`src/rtl/bfly_sdf_pkg.sv`:
```
// Shared types and helpers for the radix-2 SDF butterfly stage.
//   sdf_state_t : FSM encoding (FILL, BFLY, FLUSH)
//   sext        : sign-extend the low w bits of a MAX_W-bit vector
//   rnd_half    : round-half-up divide by two, (v + 1) >>> 1
package bfly_sdf_pkg;

  typedef enum logic [1:0] {FILL, BFLY, FLUSH} sdf_state_t;

  localparam int MAX_W = 32;

  // Shift the w-bit field to the top, then arithmetic-shift it back down.
  function automatic logic signed [MAX_W-1:0] sext(input logic [MAX_W-1:0] x, input int w);
    logic [MAX_W-1:0] t;
    t = x << (MAX_W - w);
    return $signed(t) >>> (MAX_W - w);
  endfunction

  // Operand is already sign-extended to MAX_W, so the +1 cannot overflow
  // for any datapath width this block is used with.
  function automatic logic signed [MAX_W-1:0] rnd_half(input logic signed [MAX_W-1:0] v);
    return (v + 32'sd1) >>> 1;
  endfunction

endpackage

```
`src/rtl/sdf_delay_mem.sv`:
```
// Delay line for the SDF butterfly: DEPTH entries of (re, im), DW bits each.
// One combinational read port and one synchronous write port sharing addr.
// Contents are intentionally not reset.
// Ports:
//   clk          clock
//   we           write enable
//   addr         shared read/write address
//   wr_re/wr_im  write data
//   rd_re/rd_im  combinational read data at addr
module sdf_delay_mem
  import bfly_sdf_pkg::*;
#(
  parameter int DEPTH = 8,
  parameter int DW    = 13
) (
  input  logic                     clk,
  input  logic                     we,
  input  logic [$clog2(DEPTH)-1:0] addr,
  input  logic [DW-1:0]            wr_re,
  input  logic [DW-1:0]            wr_im,
  output logic [DW-1:0]            rd_re,
  output logic [DW-1:0]            rd_im
);

  logic [DW-1:0] mem_re [DEPTH];
  logic [DW-1:0] mem_im [DEPTH];

  always_ff @(posedge clk) begin
    if (we) begin
      mem_re[addr] <= wr_re;
      mem_im[addr] <= wr_im;
    end
  end

  assign rd_re = mem_re[addr];
  assign rd_im = mem_im[addr];

endmodule

```
`src/rtl/bfly_sdf.sv`:
```
// Radix-2 single-path delay-feedback butterfly stage.
// Streams sums and differences out of one registered port, tagging each with
// its pair index and sum/difference type for the downstream twiddle stage.
// Optional macro BFLY_SDF_ROUND_SCALE_EN: outputs are scaled by 1/2 with
// round-half-up; stored differences stay unscaled.
// Ports:
//   clk, rst              clock, synchronous active-high reset
//   din_valid/din_ready   input handshake (din_ready is combinational)
//   din_re/din_im         signed input sample, WIDTH bits
//   flush                 drain pending differences without new input
//   dout_valid            output strobe
//   dout_re/dout_im       signed output, WIDTH+1 bits
//   dout_is_diff          1 = difference, 0 = sum
//   dout_idx              pair index k (twiddle address)
//   block_done            pulse with difference k = NUM_PAIR-1
//
// state | meaning
// FILL  | store first half of a block; drain previous differences if pending
// BFLY  | emit sums, store differences in the delay line
// FLUSH | drain stored differences one per cycle, input stalled
module bfly_sdf
  import bfly_sdf_pkg::*;
#(
  parameter int WIDTH    = 12,
  parameter int NUM_PAIR = 8
) (
  input  logic                        clk,
  input  logic                        rst,
  input  logic                        din_valid,
  output logic                        din_ready,
  input  logic signed [WIDTH-1:0]     din_re,
  input  logic signed [WIDTH-1:0]     din_im,
  input  logic                        flush,
  output logic                        dout_valid,
  output logic signed [WIDTH:0]       dout_re,
  output logic signed [WIDTH:0]       dout_im,
  output logic                        dout_is_diff,
  output logic [$clog2(NUM_PAIR)-1:0] dout_idx,
  output logic                        block_done
);

  localparam int DW    = WIDTH + 1;
  localparam int CNT_W = $clog2(NUM_PAIR);

  sdf_state_t       state;
  logic [CNT_W-1:0] cnt;
  logic             pending;

  logic                 acc, flush_take, cnt_last;
  logic signed [DW-1:0] din_re_x, din_im_x;
  logic [DW-1:0]        rd_re_u, rd_im_u;
  logic signed [DW-1:0] rd_re, rd_im;
  logic signed [DW-1:0] wr_re, wr_im;
  logic signed [DW-1:0] res_re, res_im;
  logic signed [DW-1:0] out_re, out_im;

  assign flush_take = flush && (state == FILL) && (cnt == '0) && pending;
  assign din_ready  = (state != FLUSH) && !flush_take;
  assign acc        = din_valid && din_ready;
  assign cnt_last   = (cnt == CNT_W'(NUM_PAIR - 1));

  assign din_re_x = DW'(sext(MAX_W'(din_re), WIDTH));
  assign din_im_x = DW'(sext(MAX_W'(din_im), WIDTH));
  assign rd_re    = $signed(rd_re_u);
  assign rd_im    = $signed(rd_im_u);

  sdf_delay_mem #(
    .DEPTH (NUM_PAIR),
    .DW    (DW)
  ) u_mem (
    .clk   (clk),
    .we    (acc),
    .addr  (cnt),
    .wr_re (wr_re),
    .wr_im (wr_im),
    .rd_re (rd_re_u),
    .rd_im (rd_im_u)
  );

  // FILL stores the raw sample and emits the stored difference; BFLY emits
  // the sum and overwrites the entry with the difference.
  always_comb begin
    wr_re  = din_re_x;
    wr_im  = din_im_x;
    res_re = rd_re;
    res_im = rd_im;
    if (state == BFLY) begin
      wr_re  = rd_re - din_re_x;
      wr_im  = rd_im - din_im_x;
      res_re = rd_re + din_re_x;
      res_im = rd_im + din_im_x;
    end
  end

`ifdef BFLY_SDF_ROUND_SCALE_EN
  assign out_re = DW'(rnd_half(sext(MAX_W'(res_re), DW)));
  assign out_im = DW'(rnd_half(sext(MAX_W'(res_im), DW)));
`else
  assign out_re = res_re;
  assign out_im = res_im;
`endif

  always_ff @(posedge clk) begin
    if (rst) begin
      state        <= FILL;
      cnt          <= '0;
      pending      <= 1'b0;
      dout_valid   <= 1'b0;
      dout_re      <= '0;
      dout_im      <= '0;
      dout_is_diff <= 1'b0;
      dout_idx     <= '0;
      block_done   <= 1'b0;
    end else begin
      dout_valid   <= 1'b0;
      dout_re      <= '0;
      dout_im      <= '0;
      dout_is_diff <= 1'b0;
      dout_idx     <= '0;
      block_done   <= 1'b0;
      case (state)
        FILL: begin
          if (flush_take) begin
            state <= FLUSH;
            cnt   <= '0;
          end else if (acc) begin
            if (pending) begin
              dout_valid   <= 1'b1;
              dout_re      <= out_re;
              dout_im      <= out_im;
              dout_is_diff <= 1'b1;
              dout_idx     <= cnt;
              block_done   <= cnt_last;
            end
            if (cnt_last) begin
              state   <= BFLY;
              pending <= 1'b0;
              cnt     <= '0;
            end else begin
              cnt <= cnt + 1'b1;
            end
          end
        end
        BFLY: begin
          if (acc) begin
            dout_valid   <= 1'b1;
            dout_re      <= out_re;
            dout_im      <= out_im;
            dout_is_diff <= 1'b0;
            dout_idx     <= cnt;
            if (cnt_last) begin
              state   <= FILL;
              pending <= 1'b1;
              cnt     <= '0;
            end else begin
              cnt <= cnt + 1'b1;
            end
          end
        end
        FLUSH: begin
          dout_valid   <= 1'b1;
          dout_re      <= out_re;
          dout_im      <= out_im;
          dout_is_diff <= 1'b1;
          dout_idx     <= cnt;
          block_done   <= cnt_last;
          if (cnt_last) begin
            state   <= FILL;
            pending <= 1'b0;
            cnt     <= '0;
          end else begin
            cnt <= cnt + 1'b1;
          end
        end
        default: begin
          state <= FILL;
          cnt   <= '0;
        end
      endcase
    end
  end

endmodule
```
`config.mk`:
```
export PLATFORM = sky130hd
export DESIGN_NAME = bfly_sdf
export DESIGN_NICKNAME = d
export VERILOG_FILES = /design/src/rtl/bfly_sdf_pkg.sv /design/src/rtl/sdf_delay_mem.sv /design/src/rtl/bfly_sdf.sv
export SDC_FILE = /design/constraint.sdc
export NUM_CORES = 1
export LEC_CHECK = 0
export CORE_MARGIN = 4
export CORE_UTILIZATION = 57
export DETAILED_ROUTE_END_ITERATION = 8
export PLACE_DENSITY = 0.81
export SLEW_MARGIN = 30
export SYNTH_ARGS = -nofsm -noshare
export SYNTH_HDL_FRONTEND = slang
export SYNTH_SLANG_ARGS = --single-unit
```
`constraint.sdc`:
```
create_clock -name clk -period 8.9 [get_ports clk]
set_input_delay 1.78 -clock clk [delete_from_list [all_inputs] [get_ports clk]]
set_output_delay 1.78 -clock clk [all_outputs]
set_load 0.1 [all_outputs]
```
-- After elaboration in Yosys (flattened, before gate mapping)
Memory sizes are Yosys's and may differ from the RTL's. A register that Yosys moved wholly into a read port is not among the register bits.
Cells that the tools add are included.
- word-level logic and storage cells: 85
- memories kept: 2
- output and inout port bits: 33
- register bits: 38
- latch bits: 0
- bits of input ports: 28
- bits in writable memories: 208
- ROM bits: 0
- memory list (name ; words ; width ; read ports ; clocked after memory_dff ; write ports ; line ; source):
    u_mem.mem_im ; 8 ; 13 ; 1 ; 1 ; 1 ; sdf_delay_mem.sv:26 ; logic [DW-1:0] mem_im [DEPTH];
    u_mem.mem_re ; 8 ; 13 ; 1 ; 1 ; 1 ; sdf_delay_mem.sv:25 ; logic [DW-1:0] mem_re [DEPTH];
- reduce and logical (&&, ||, !) cells: 11
- multipliers: 0
- bitwise operators: 0
- shift-type cells: 0
- divide/modulo/power cells: 0
- muxes and demuxes: 48
- add/sub/neg operators: 5
- $lt $le $gt $ge: 0
- equal/unequal tests: 10
- operator list (operator ; number):
    2-to-1 mux 13 bit ; 12
    one-hot mux 13 bit (3 select lines) ; 2
    2-to-1 mux 3 bit ; 9
    adder 13 x 12 -> 13 bit ; 2
    subtractor 13 x 12 -> 13 bit ; 2
    one-hot mux 3 bit (3 select lines) ; 2
    2-to-1 mux 1 bit ; 13
    2-to-1 mux 2 bit ; 5
    != test 2 bit (second input constant) ; 5
    != test 3 bit (second input constant) ; 2
    one-hot mux 1 bit (3 select lines) ; 2
    one-hot mux 2 bit (3 select lines) ; 1
    logical AND 1 bit ; 5
    AND reduction 5 bit ; 1
    one-hot mux 1 bit (2 select lines) ; 2
    adder 3 x 1 -> 3 bit (second input constant) ; 1
    equality test 3 bit (second input constant) ; 1
    zero test 3 bit ; 1
    AND reduction 3 bit ; 1
    nonzero test 3 bit ; 1
    equality test 2 x 1 -> 1 bit (second input constant) ; 1
    equality test 2 bit (second input constant) ; 1
    zero test 2 bit ; 1
    zero test 1 bit ; 1

-- Depth between registers and ports, before layout
- depth after elaboration: 11
- mapped depth: 16
- gate-level depth less buffers: 13

-- Hierarchy
A second synthesis with hierarchy kept.
- cell total of the unflattened synthesis: 884
- area total of the unflattened synthesis: 12126.6 um^2
- by module, submodules not included (module ; sequential area each (um^2) ; area an instance (um^2) ; cells each ; instances):
    sdf_delay_mem ; 6246.0 ; 8044.0 ; 348 ; 1
    bfly_sdf ; 760.7 ; 4082.7 ; 536 ; 1

-- Worst setup path after synthesis
OpenSTA, ideal clock, no wires.
- kind: input-to-reg
- start: in flush
- end: mem u_mem.mem_im[0][0], enable pin
- data arrival time: 4.790 ns
- path slack: 3.635 ns
- data required time: 8.426 ns
- library setup time: 0.474 ns
- buffers on the path: 0
- stages on the path: 4
- cells stage by stage: nand3b_1 o21ai_0 nand2b_1 nor4_1
- word-level cells in the longest chain between the ends: 8
- ends and longest elaborated chain (what ; line ; source):
    start: declaration ; bfly_sdf.sv:33 ; input logic flush,
    logical AND 1 bit (3 in a row) ; bfly_sdf.sv:57 ; assign flush_take = flush && (state == FILL) && (cnt == '0) && pending;
    zero test 1 bit ; bfly_sdf.sv:58 ; assign din_ready = (state != FLUSH) && !flush_take;
    logical AND 1 bit ; bfly_sdf.sv:58 ;
    logical AND 1 bit ; bfly_sdf.sv:59 ; assign acc = din_valid && din_ready;
    2-to-1 mux 1 bit ; sdf_delay_mem.sv:29 ; if (we) begin
    2-to-1 mux 1 bit (not written as such) ; sdf_delay_mem.sv:31 ; mem_im[addr] <= wr_im;
    end: declaration ; sdf_delay_mem.sv:26 ;
No other way between the ends.

-- Worst setup path in the final report
- start: reg cnt[1]
- end: out din_ready
- word-level cells in the longest chain between the ends: 5
- ends and longest elaborated chain (what ; line ; source):
    start: declaration ; bfly_sdf.sv:46 ; logic [CNT_W-1:0] cnt;
    start signal: assignment ; bfly_sdf.sv:140 ; cnt <= cnt + 1'b1;
    start signal: assignment ; bfly_sdf.sv:156 ; cnt <= cnt + 1'b1;
    start signal: assignment ; bfly_sdf.sv:172 ; cnt <= cnt + 1'b1;
    zero test 3 bit ; bfly_sdf.sv:57 ;
    logical AND 1 bit (2 in a row) ; bfly_sdf.sv:57 ;
    zero test 1 bit ; bfly_sdf.sv:58 ;
    logical AND 1 bit ; bfly_sdf.sv:58 ;
    end: declaration ; bfly_sdf.sv:30 ; output logic din_ready,
No other way between the ends.

==> summary.txt <==
Timing
  – Setup TNS: 0 ns
  – Worst-Margin Slew: 1.02 ns
  – # setup viols final: 0
  – Worst Slack Setup Final: 3.42 ns
  – Worst hold margin: 0.549 ns
  – Fmax: 0.183 GHz
  – Final Hold Fails: 0
  – Layout Skew: 0.0124 ns
  – RSZ-0062 raised after global routing: false
  – Max-slew headroom: 32.1%
  – Max-slew violations: 0
  – Tmin final: 5.48 ns
  – Crit share post-route: 61.5%

Layout
  – Register area: 7010 µm²
  – Commonest non-fill, non-tap cell in the layout: edfxtp_1
  – Area of the multi-input gates: 4570 µm²
  – Share of post-route cells with drive strength above 1: 16.3%
  – Final Cell Area: 13600 µm²
  – Most frequent cells in the layout: edfxtp_1, nor2_1, clkdlybuf4s50_1, ha_1, mux4_2
  – Antenna cells: 0
  – Final non-filler cell total: 1205
  – Final nets: 1004
  – Fill cell count: 1374
  – Area Growth Syn to Fin: 14.3%
  – Post-layout util: 66.9%

Power and ir drop
  – Switching power total: 661 µW
  – Pwr/cell area: 199 nW/µm²
  – Internal: 2.05 mW
  – Sw frac: 24.4%
  – Seq pwr share: 47.1%
  – Leak: 4.71 nW
  – Clock Power Share: 37.8%
  – Power, Total: 2.71 mW
  – Peak supply drop: 0.157 mV
  – Comb power frac: 15.1%

Detailed routing
  – Drt drc: 0
  – DRT iter0 DRCs: 517
  – First-pass iteration count of the detailed router: 7
  – Routed WL per cell: 21.3 µm
  – Antenna Nets Post-Route: 0
  – Vias per inst: 6.02
  – Via count: 7252
  – Final wirelength: 25.7 mm

Placement
  – Placer Congestion: 0.871
  – Placed insts: 1160
  – DP HPWL: 16.2 mm
  – Port bufs: 60
  – Post-Place Setup Slack: 3.51 ns
  – Area after DPL: 12800 µm²

CTS
  – # H-tree levels: 1
  – Hold buffer count at CTS: 0
  – CTS clock-pin slew for the worst setup and hold paths: 0.06 ns
  – CTS Root Buffer Type: clkbuf_16
  – Setup Fix Bufs, Post-CTS: 0
  – CTS-repair resized insts: 0
  – Clock Sinks: 246
  – Inserted Clock Buffers: 25
  – CTS tree: built
  – Max clock buf depth: 3
  – Clk Latency, worst-skew pair: 0.51 ns

Global routing
  – Largest net degree at the start of global routing: 67
  – Number of global-route vias before repair: 7405
  – Global-route wire length before repair: 40.8 mm
  – Initial antenna violation count: 0
  – Total GRT Usage: 21.9%
  – Total grt overflow: 0

Hold path
  – Hold Path Class: reg -> reg
  – Hold Path Depth: 2

Setup path
  – Arrival time worst endpoint: 3.70 ns
  – Crit path capture type: primary output
  – Reg-to-reg slack, setup: 4.48 ns
  – Setup crit start: cnt[1]$_SDFF_PP0_
  – Crit Reg-Reg Endpoint: u_mem.mem_re[1][12]$_DFFE_PP_
  – Startpoint Class: flip-flop
  – Worst Setup EP: din_ready
  – Critical setup path kind: reg -> out
  – R2R cell count: 11
  – Reg2reg start: cnt[0]$_SDFF_PP0_
  – Crit-path max FO: 54
  – Required time of the critical path: 7.12 ns

Synth
  – Post-Syn Area: 11900 µm²
  – Sequential fraction of the synthesis area: 58.8%
  – Post-Syn Nets: 943
  – Mean post-synth cell area: 13.9 µm²
  – Yosys reg bits: 246
  – Synth async-reset ratio: 0%
  – Mapped Cells: 856
  – Commonest register cell after synthesis: edfxtp_1
  – Library cells used by synthesis: 65
  – Yosys warning total: 0
  – Number of synthesized flops with an enable pin: 208

Die
  – Die X-Extent: 153 µm
  – Area of the core: 20400 µm²
  – DIE AREA: 23300 µm²
  – # IOs: 61
  – Die Span Y: 153 µm
  – Placement Rows: 52
  – Initial Util: 58.5%

Flow run
  – Max Cap Violations: 0

Outcome
  – Outcome: complete, no violations
power by group through the flow:
stage / registers (mW) / clock network [mW] / logic (mW)
floorplan: 1.30 / 0 / 0.314
global placement: 1.30 / 0 / 0.393
detailed placement: 1.30 / 0 / 0.402
CTS: 1.27 / 1.04 / 0.407
global route: 1.27 / 1.09 / 0.449
finish: 1.27 / 1.02 / 0.409
area by class of cell:
cell class	instances	area share, %
clock inverter	10	0.809
timing repair buffer	72	5.10
tap	270	2.48
sequential	246	51.5
clock buffer	35	5.09
multi-input combinational	519	33.6
inverter	53	1.46
state kept, by name, summed over array words and instances (netlist names):
register,cells
u_mem.mem_im,104
dout_is_diff,1
state,2
pending,1
dout_idx,3
dout_im,13
block_done,1
cnt,3
dout_re,13
u_mem.mem_re,104
dout_valid,1
worst max-delay path, cell delays in order, from the launching register on:
cell	delay, ns
dfxtp_2	0.32
buf_4	0.61
clkinv_1	0.47
ha_1	0.33
nand3b_1	0.13
nor2_1	0.09
nor2_1	0.09
clkdlybuf4s50_1	1.13
Yosys cell counts, drive strengths merged, types with 21 or more instances:
library cell / number / area share [%]
edfxtp: 208 / 52
nor2: 82 / 2.6
ha: 55 / 5.8
mux4: 52 / 9.8
inv: 51 / 1.6
a21oi: 40 / 1.7
dfxtp: 38 / 6.4
o21ai: 34 / 1.4
xnor2: 32 / 2.4
nand2: 30 / 0.95
nor3: 22 / 0.92
mux2: 21 / 2.0
logic make-up (layout without fill, tap and decap cells):
kind of cell | count (synthesis) | in the layout | share of synthesized area, %
simple gates | 197 | 197 | 7.95
fa+ha+maj | 59 | 59 | 6.45
compound gates | 140 | 140 | 7.96
buf+inv | 91 | 170 | 3.11
mux | 88 | 88 | 13.1
flops | 246 | 246 | 58.8
xor+xnor | 35 | 35 | 2.57
routing by layer:
layer	wire, µm	track usage, %	vias up
li1	-	-	3324
met1	10700	29.8	3621
met2	12900	37.6	263
met3	1570	3.15	44
met4	585	5.81	0
met5	0	0	-
how the worst min path moves through the flow:
stage	endpoint	start	slack (ns)
6_report	pending$_SDFFE_PP0P_	pending$_SDFFE_PP0P_	0.55
5_1_grt	pending$_SDFFE_PP0P_	pending$_SDFFE_PP0P_	0.55
4_1_cts	pending$_SDFFE_PP0P_	pending$_SDFFE_PP0P_	0.53
3_5_place_dp	pending$_SDFFE_PP0P_	pending$_SDFFE_PP0P_	0.52
3_3_place_gp	pending$_SDFFE_PP0P_	pending$_SDFFE_PP0P_	0.50
2_1_floorplan	pending$_SDFFE_PP0P_	pending$_SDFFE_PP0P_	0.46
No activity file was read; power rests on OpenSTA's default activity.
